## config.mk

```make
export PLATFORM = sky130hd
export DESIGN_NAME = unidade_processamento_seq
export DESIGN_NICKNAME = d
export VERILOG_FILES = /design/src/rtl/up_pkg.sv /design/src/rtl/ula_param.sv /design/src/rtl/unidade_processamento_seq.sv
export SDC_FILE = /design/constraint.sdc
export NUM_CORES = 2
export LEC_CHECK = 0
export ABC_AREA = 1
export BUFFER_PORTS_ARGS = -buffer_cell sky130_fd_sc_hd__buf_2
export CELL_PAD_IN_SITES_DETAIL_PLACEMENT = 0
export CELL_PAD_IN_SITES_GLOBAL_PLACEMENT = 1
export CORE_MARGIN = 4
export CORE_UTILIZATION = 45
export CTS_CLUSTER_DIAMETER = 200
export DETAILED_ROUTE_END_ITERATION = 10
export GPL_ROUTABILITY_DRIVEN = 0
export PLACE_DENSITY_LB_ADDON = 0.1
export SLEW_MARGIN = 20
export SYNTH_ARGS = -nofsm -noshare
export SYNTH_HDL_FRONTEND = slang
export SYNTH_SLANG_ARGS = --single-unit
export TNS_END_PERCENT = 20
```

## constraint.sdc

```tcl
create_clock -name clk -period 9.8 [get_ports clk]
set_input_delay 1.47 -clock clk [delete_from_list [all_inputs] [get_ports clk]]
set_output_delay 1.47 -clock clk [all_outputs]
set_load 0.02 [all_outputs]
```

## src/rtl/up_pkg.sv

```systemverilog
// Shared definitions for the self-sequenced accumulator datapath:
// default sizes, operation codes and the sequencer state encoding.
package up_pkg;

  localparam int UP_WIDTH  = 16;
  localparam int UP_ADDR_W = 8;

  typedef enum logic [2:0] {
    OP_LDA = 3'b000,  // AC <- M
    OP_ADD = 3'b001,  // AC <- AC + M
    OP_SUB = 3'b010,  // AC <- AC - M
    OP_AND = 3'b011,  // AC <- AC & M
    OP_OR  = 3'b100,  // AC <- AC | M
    OP_NOT = 3'b101,  // AC <- ~AC
    OP_STA = 3'b110,  // M  <- AC
    OP_NOP = 3'b111
  } op_t;

  typedef enum logic [1:0] {
    S_IDLE  = 2'd0,
    S_READ  = 2'd1,
    S_EXEC  = 2'd2,
    S_WRITE = 2'd3
  } state_t;

endpackage : up_pkg

```

## src/rtl/ula_param.sv

```systemverilog
// Combinational ALU: X is the accumulator, Y the memory operand.
// Produces the result together with the N/Z/C/V flag values.
module ula_param
  import up_pkg::*;
#(
  parameter int WIDTH = UP_WIDTH
) (
  input  logic [WIDTH-1:0] X,
  input  logic [WIDTH-1:0] Y,
  input  op_t              op,
  output logic [WIDTH-1:0] result,
  output logic             N,
  output logic             Z,
  output logic             C,
  output logic             V
);

  logic [WIDTH:0] wide;

  // Operation select; carry/borrow taken from the extra top bit of wide.
  always_comb begin
    // NOTE: every output gets a default before the case so no path leaves a
    // signal unassigned, which would otherwise infer a latch.
    wide   = '0;
    result = X;
    C      = 1'b0;
    V      = 1'b0;
    case (op)
      OP_LDA: result = Y;
      OP_ADD: begin
        wide   = {1'b0, X} + {1'b0, Y};
        result = wide[WIDTH-1:0];
        C      = wide[WIDTH];
        V      = (X[WIDTH-1] == Y[WIDTH-1]) && (result[WIDTH-1] != X[WIDTH-1]);
      end
      OP_SUB: begin
        wide   = {1'b0, X} - {1'b0, Y};
        result = wide[WIDTH-1:0];
        C      = wide[WIDTH];  // borrow: X < Y unsigned
        V      = (X[WIDTH-1] != Y[WIDTH-1]) && (result[WIDTH-1] != X[WIDTH-1]);
      end
      OP_AND:  result = X & Y;
      OP_OR:   result = X | Y;
      OP_NOT:  result = ~X;
      default: result = X;  // STA/NOP never reach EXEC
    endcase
    N = result[WIDTH-1];
    Z = (result == '0);
  end

endmodule : ula_param

```

## src/rtl/unidade_processamento_seq.sv

```systemverilog
// Self-sequenced accumulator datapath: one start/done handshake per
// operation, internal READ/EXEC/WRITE sequencing, synchronous data memory
// with an IDLE-only preload port, accumulator and N/Z/C/V flags.
module unidade_processamento_seq
  import up_pkg::*;
#(
  parameter int WIDTH  = UP_WIDTH,
  parameter int ADDR_W = UP_ADDR_W
) (
  input  logic              clk,
  input  logic              rst_n,
  input  logic              start,
  input  logic [2:0]        op,
  input  logic [ADDR_W-1:0] addr,
  input  logic              ext_we,
  input  logic [ADDR_W-1:0] ext_addr,
  input  logic [WIDTH-1:0]  ext_data,
  output logic              busy,
  output logic              done,
  output logic [WIDTH-1:0]  q_AC,
  output logic [WIDTH-1:0]  q_MEM,
  output logic              q_N,
  output logic              q_Z,
  output logic              q_C,
  output logic              q_V
);

  localparam int DEPTH = 2 ** ADDR_W;

  state_t            state;
  op_t               op_q;
  logic [ADDR_W-1:0] addr_q;

  logic [WIDTH-1:0]  mem [DEPTH];
  logic              mem_we;
  logic [ADDR_W-1:0] mem_waddr;
  logic [WIDTH-1:0]  mem_wdata;

  logic [WIDTH-1:0]  alu_result;
  logic              alu_n, alu_z, alu_c, alu_v;

  ula_param #(.WIDTH(WIDTH)) u_ula (
    .X      (q_AC),
    .Y      (q_MEM),
    .op     (op_q),
    .result (alu_result),
    .N      (alu_n),
    .Z      (alu_z),
    .C      (alu_c),
    .V      (alu_v)
  );

  // Memory write port: STA in WRITE, otherwise the preload path when idle.
  // Writes are blocked while reset is asserted so an aborted STA never lands.
  always_comb begin
    mem_we    = 1'b0;
    mem_waddr = addr_q;
    mem_wdata = q_AC;
    if (rst_n) begin
      if (state == S_WRITE) begin
        mem_we = 1'b1;
      end else if (state == S_IDLE && !start && ext_we) begin
        mem_we    = 1'b1;
        mem_waddr = ext_addr;
        mem_wdata = ext_data;
      end
    end
  end

  // Data memory storage.
  always_ff @(posedge clk) begin
    // NOTE: the array has no reset on purpose; a reset branch here would turn
    // the storage into a flop bank instead of an inferable RAM.
    if (mem_we) mem[mem_waddr] <= mem_wdata;
  end

  // Sequencer with registered busy/done, operand latch, read register, AC and flags.
  always_ff @(posedge clk or negedge rst_n) begin
    // NOTE: all state here uses non-blocking assignments so every register
    // samples pre-edge values regardless of statement order.
    if (!rst_n) begin
      state  <= S_IDLE;
      busy   <= 1'b0;
      done   <= 1'b0;
      op_q   <= OP_NOP;
      addr_q <= '0;
      q_AC   <= '0;
      q_MEM  <= '0;
      q_N    <= 1'b0;
      q_Z    <= 1'b0;
      q_C    <= 1'b0;
      q_V    <= 1'b0;
    end else begin
      done <= 1'b0;
      case (state)
        S_IDLE: begin
          if (start) begin
            op_q   <= op_t'(op);
            addr_q <= addr;
            case (op_t'(op))
              OP_STA: begin
                state <= S_WRITE;
                busy  <= 1'b1;
              end
              OP_NOP: done <= 1'b1;
              default: begin
                state <= S_READ;
                busy  <= 1'b1;
              end
            endcase
          end
        end
        S_READ: begin
          q_MEM <= mem[addr_q];
          state <= S_EXEC;
        end
        S_EXEC: begin
          q_AC  <= alu_result;
          q_N   <= alu_n;
          q_Z   <= alu_z;
          q_C   <= alu_c;
          q_V   <= alu_v;
          state <= S_IDLE;
          busy  <= 1'b0;
          done  <= 1'b1;
        end
        S_WRITE: begin
          state <= S_IDLE;
          busy  <= 1'b0;
          done  <= 1'b1;
        end
        default: begin
          state <= S_IDLE;
          busy  <= 1'b0;
        end
      endcase
    end
  end

endmodule : unidade_processamento_seq

```

# Word level (Yosys, flattened, before mapping)
# Memories as Yosys holds them, arrays and structs flattened. A register that Yosys moved wholly into a read port is not among the register bits.
# Index checks and enable logic that the tools add are counted.
dict set report totals {
  register_bits 35
  ram_bits 4096
  word_cells 69
  n_memories 1
}
dict set report op_classes {
  n_addsub 2
  n_eq_ne 16
  mux 23
  bitwise 3
  n_reduce_logical 14
}
# memory words width read_ports rd_clocked_by_memory_dff wr line
set memory_table {}
lappend memory_table {mem 256 16 1 1 1 unidade_processamento_seq.sv:34} ;# logic [WIDTH-1:0] mem [DEPTH];
# operator count
set op_table {}
lappend op_table {{$pmux 16 s6} 1}
lappend op_table {{$mux 16} 3}
lappend op_table {{$mux 8} 3}
lappend op_table {{$add 16x16->17} 1}
lappend op_table {{$sub 16x16->17} 1}
lappend op_table {{$and 16x16->16} 1}
lappend op_table {{$logic_not 16->1} 1}
lappend op_table {{$not 16->16} 1}
lappend op_table {{$or 16x16->16} 1}
lappend op_table {{$eq 3x3->1 const B} 4}
lappend op_table {{$mux 1} 9}
lappend op_table {{$pmux 1 s2} 4}
lappend op_table {{$eq 3x2->1 const B} 2}
lappend op_table {{$pmux 2 s3} 1}
lappend op_table {{$eq 2x2->1 const B} 2}
lappend op_table {{$logic_and 1x1->1} 4}
lappend op_table {{$ne 2x2->1 const B} 2}
lappend op_table {{$pmux 2 s2} 1}
lappend op_table {{$reduce_and 2->1} 2}
lappend op_table {{$eq 3x1->1 const B} 1}
lappend op_table {{$logic_not 3->1} 1}
lappend op_table {{$ne 1x1->1} 3}
lappend op_table {{$reduce_and 3->1} 1}
lappend op_table {{$eq 2x1->1 const B} 1}
lappend op_table {{other kinds (6)} 7}

# Logic depth before layout (Yosys ltp)
dict set report logic_depth {
  depth_word 8
  mapped_depth 19
  mapped_depth_nobuf 19
}

# Modules after synthesis
# Synthesis repeated with hierarchy kept, for this count alone.
dict set report unflattened {
  cells_unflattened 14435
  area_unflattened_um2 169819.1
}
# module instances cells_each area_each_um2 seq_area_each_um2
set modules_own_cells {}
lappend modules_own_cells {unidade_processamento_seq 1 13789 166531.0 124277.9}
lappend modules_own_cells {ula_param 1 646 3288.2 0.0}

# Worst setup path before layout
# Ideal clock, no wire load.
dict set report synth_path {
  path_kind {in2reg}
  startpoint {input start}
  endpoint {memory mem[0][10] in the netlist's numbering, data pin}
  arrival_ns 9.010
  t_required_ns 8.221
  setup_slack_ns -0.789
  path_stages 6
  path_cell_list {inv_1 > nand4_1 > buf_2 > buf_1 > nor2_1 > a21oi_1}
}
dict set report synth_between {
  elab_chain_cells 6
}
# item line
set synth_rtl {}
lappend synth_rtl {{start, declared} unidade_processamento_seq.sv:12} ;# input logic start,
lappend synth_rtl {{$logic_not 1->1} unidade_processamento_seq.sv:62} ;# end else if (state == S_IDLE && !start && ext_we) begin
lappend synth_rtl {{$logic_and 1x1->1 (2 in series)} unidade_processamento_seq.sv:62}
lappend synth_rtl {{$mux 16} unidade_processamento_seq.sv:62}
lappend synth_rtl {{$mux 16} unidade_processamento_seq.sv:60} ;# if (state == S_WRITE) begin
lappend synth_rtl {{$mux 16} unidade_processamento_seq.sv:59} ;# if (rst_n) begin
lappend synth_rtl {{named net mem_wdata[10]} unidade_processamento_seq.sv:37} ;# logic [WIDTH-1:0] mem_wdata;
lappend synth_rtl {{end, declared} unidade_processamento_seq.sv:34}
# The timed path passes the listed nets, and every way through them passes these cells.

==> metrics <==
status=finished, final reports clean; fin crit period=approximately 5.4 ns; Placed Instances=18900; Cell Pwr Density=around 280 mW/mm^2; CTS tree=yes; RSZ-0062 raised after global routing=no; Congestion Overflow GR=0; router iterations before antenna repair=6; 1st-iter DRT viols=13000; Reg clk slew, reported paths=0.06 ns; startpoint types=register; Area Growth Syn to Fin=12.0%; Post-DP HPWL=305 mm; Critical Path, Cell by Cell=buf_12 -> buf_12 -> buf_12 -> buf_4 -> nand2_1 -> nand3_1 -> nand3_1 -> nand3_1 -> nand3_1 -> nand3_1 -> nand3_1 -> nand3_1 -> nand3_1 -> nand2_1; first-pass GRT wire length=770 mm; register area share after synthesis=73.3%; post-synth net total=14500; initial antenna violation count=16; Ys Warns=0; Synth Instances=14400; core area=0.375 mm^2; Post-CTS Setup Inserts=0; largest net degree at the start of global routing=around 190; via count=113000; Critical Path Most Common Cell=nand3_1; Overall Global Routing Usage=between 20% and 30%; crit share post-route=55.6%; total power=between 50 and 60 mW; Die Area=0.386 mm^2; Via density=around 5.7; Req. time, crit path=between 10 and 15 ns; Setup-failing EPs final=0; Reg area=roughly 0.12 mm^2; Finished Layout Cells=~20000; HP Class=input pin to async pin; Pins Over Slew Limit=0; Seq cells post-synth=4146; critical path's slowest cell=dfrtp_4; Row Count=~230; mapped cell area=approximately 0.17 mm^2; vias in the first global route=106000; FILL cells=32600; VDD IR-drop max=0.000245 V; Post-DRT Antenna Nets=0; share of cells above drive strength 1=approximately 8.0%; crit path DAT=6.33 ns; Mapped Avg Cell Area=roughly 12 um^2; Slew headroom=18.3%; # IOs=77; Clock Tree Buf Depth=4; Root Driver=clkbuf_16; CP Buf/Inv Count=4; Crit Path Max Fanout=170; RR Startpoint=addr_q[0]$_DFFE_PN0P_; Clock Latency Late Sink=1.00 ns; Hold Buf Count CTS=0; Port Buf Inserts=76; H-tree depth=5; CTS resizes=0; clock skew=0.0622 ns; max cap viols=0; Leak Pwr=67.0 nW; Slowest Stage Delay on Critical Path=0.95 ns; DRC viols=0; Top delay family on crit path=buffers and inverters; drt total wl=roughly 540 mm; Layout Nets=14400; Die H=622 um; CTS buffer count=440; Worst Setup SP=addr_q[0]$_DFFE_PN0P_; area of the multi-input gates=between 0.04 and 0.05 mm^2; sinks on the clock net=just over 4000; Final Hold Violating Endpoints=0; Initial Util=45.1%; f_max=184 MHz; CP Capture Type=register; WS Path Type=register to register; Avg WL per Cell=27.4 um; library cells used by synthesis=33; die width=622 um; worst-margin pin slew=1.23 ns
cell families (layout without fill, tap and decap cells):
family	count (synthesis)	after routing	share of synthesized area [%]
AND/OR/NAND/NOR	8595	8595	22.1
AO/OA/AOI/OAI	361	361	1.11
flip-flops	4146	4146	73.3
adder cells (fa/ha/maj)	53	53	0.400
buffers and inverters	1201	1508	3.08
XOR/XNOR	2	2	0.0103
other	0	13	0
where the power goes:
group	leakage [nW]	total, mW	internal, mW	switching (mW)
sequential	37.8	22.1	21.8	0.306
combinational	22.4	14.3	2.94	11.4
clock	6.80	16.2	9.20	6.97
per-stage QoR:
step	TNS, ns	area [um^2]	util [%]	worst slack, ns	hold slack, ns
2_1_floorplan	-1960.77	169000	-	-0.789	0.497
3_3_place_gp	0	176000	46.8	4.45	0.463
3_5_place_dp	0	176000	46.8	4.41	0.480
4_1_cts	0	190000	50.5	4.45	0.330
5_1_grt	0	190000	50.6	4.07	0.382
6_report	0	190000	50.6	4.36	0.413
synthesized netlist by cell type, drive strengths merged:
| library cell | count | share of area (%) |
|---|---|---|
| o41ai | 1 | 0.0052 |
| dfrtp | 47 | 0.69 |
| ha | 51 | 0.38 |
| o21bai | 4 | 0.018 |
| nand4 | 12 | 0.044 |
| a211oi | 6 | 0.027 |
| edfxtp | 4096 | 73 |
| buf | 517 | 1.6 |
| and2 | 2 | 0.0074 |
| or2 | 2 | 0.0074 |
| nor3 | 5 | 0.015 |
| o22ai | 26 | 0.096 |
| a21oi | 145 | 0.43 |
| dfstp | 3 | 0.047 |
| nor2 | 395 | 0.88 |
| clkinv | 4 | 0.0089 |
| inv | 230 | 0.51 |
| nand3 | 4025 | 12 |
| o211ai | 4 | 0.018 |
| nand2 | 4154 | 9.2 |
| clkbuf | 450 | 1.0 |
| o21ai | 173 | 0.51 |
| a31oi | 2 | 0.0074 |
| xor2 | 2 | 0.010 |
| fa | 2 | 0.024 |
state kept, by name, summed over array words and instances, names as in the netlist:
register and flops:
busy 1, q_MEM 16, q_C 1, state 2, op_q 3, q_AC 16
done 1, q_V 1, addr_q 8, q_Z 1, mem 4096
placed cells by master (no fill, tap or decap), drive strengths merged, types with 5 or more instances in the layout:
cell type,n
nand2,4154
edfxtp,4096
nand3,4025
clkbuf,545
buf,467
nor2,395
inv,244
clkinv,213
o21ai,173
a21oi,145
ha,51
dfrtp,47
bufinv,31
o22ai,26
diode,13
nand4,12
clkinvlp,8
a211oi,6
nor3,5
final timing paths:
path,to,slack [ns],cells past startpoint
max in group asynchronous,addr_q[0]$_DFFE_PN0P_,8.12,2
setup / recovery,q_MEM[1]$_DFFE_PN0P_,4.36,14
hold reg to reg,busy$_DFFE_PN0P_,0.49,2
hold / removal,state[1]$_DFFE_PN0P_,0.41,1
min in group clk,busy$_DFFE_PN0P_,0.49,2
setup reg to reg,q_MEM[1]$_DFFE_PN0P_,4.36,14
final cells by class:
class,count,area share [%]
multi-input cells,9011,21.2
well taps,4994,3.29
flip-flops and latches,4146,65.5
clock inverters,262,1.24
inverters,234,0.481
clock buffers,545,6.10
repair buffers,467,2.13
diodes,13,0.0171
worst register-to-register path, cell delays in order, from the launching register on:
cell	delay (ns)
dfrtp_4	0.95
buf_12	0.69
buf_12	0.62
buf_12	0.87
buf_4	0.69
nand2_1	0.12
nand3_1	0.11
nand3_1	0.09
nand3_1	0.20
nand3_1	0.11
nand3_1	0.15
nand3_1	0.24
nand3_1	0.32
nand3_1	0.14
nand2_1	0.08
routing by layer:
metal / up-vias / track usage (%) / part of all wire (%)
met4: 8 / 8.25 / 3.2
met3: 701 / 4.68 / 7.8
met2: 4556 / 42.1 / 46
met5: - / 0 / 0.011
li1: 51000 / - / -
met1: 56500 / 39.1 / 43
No activity file was read; power rests on OpenSTA's default activity.
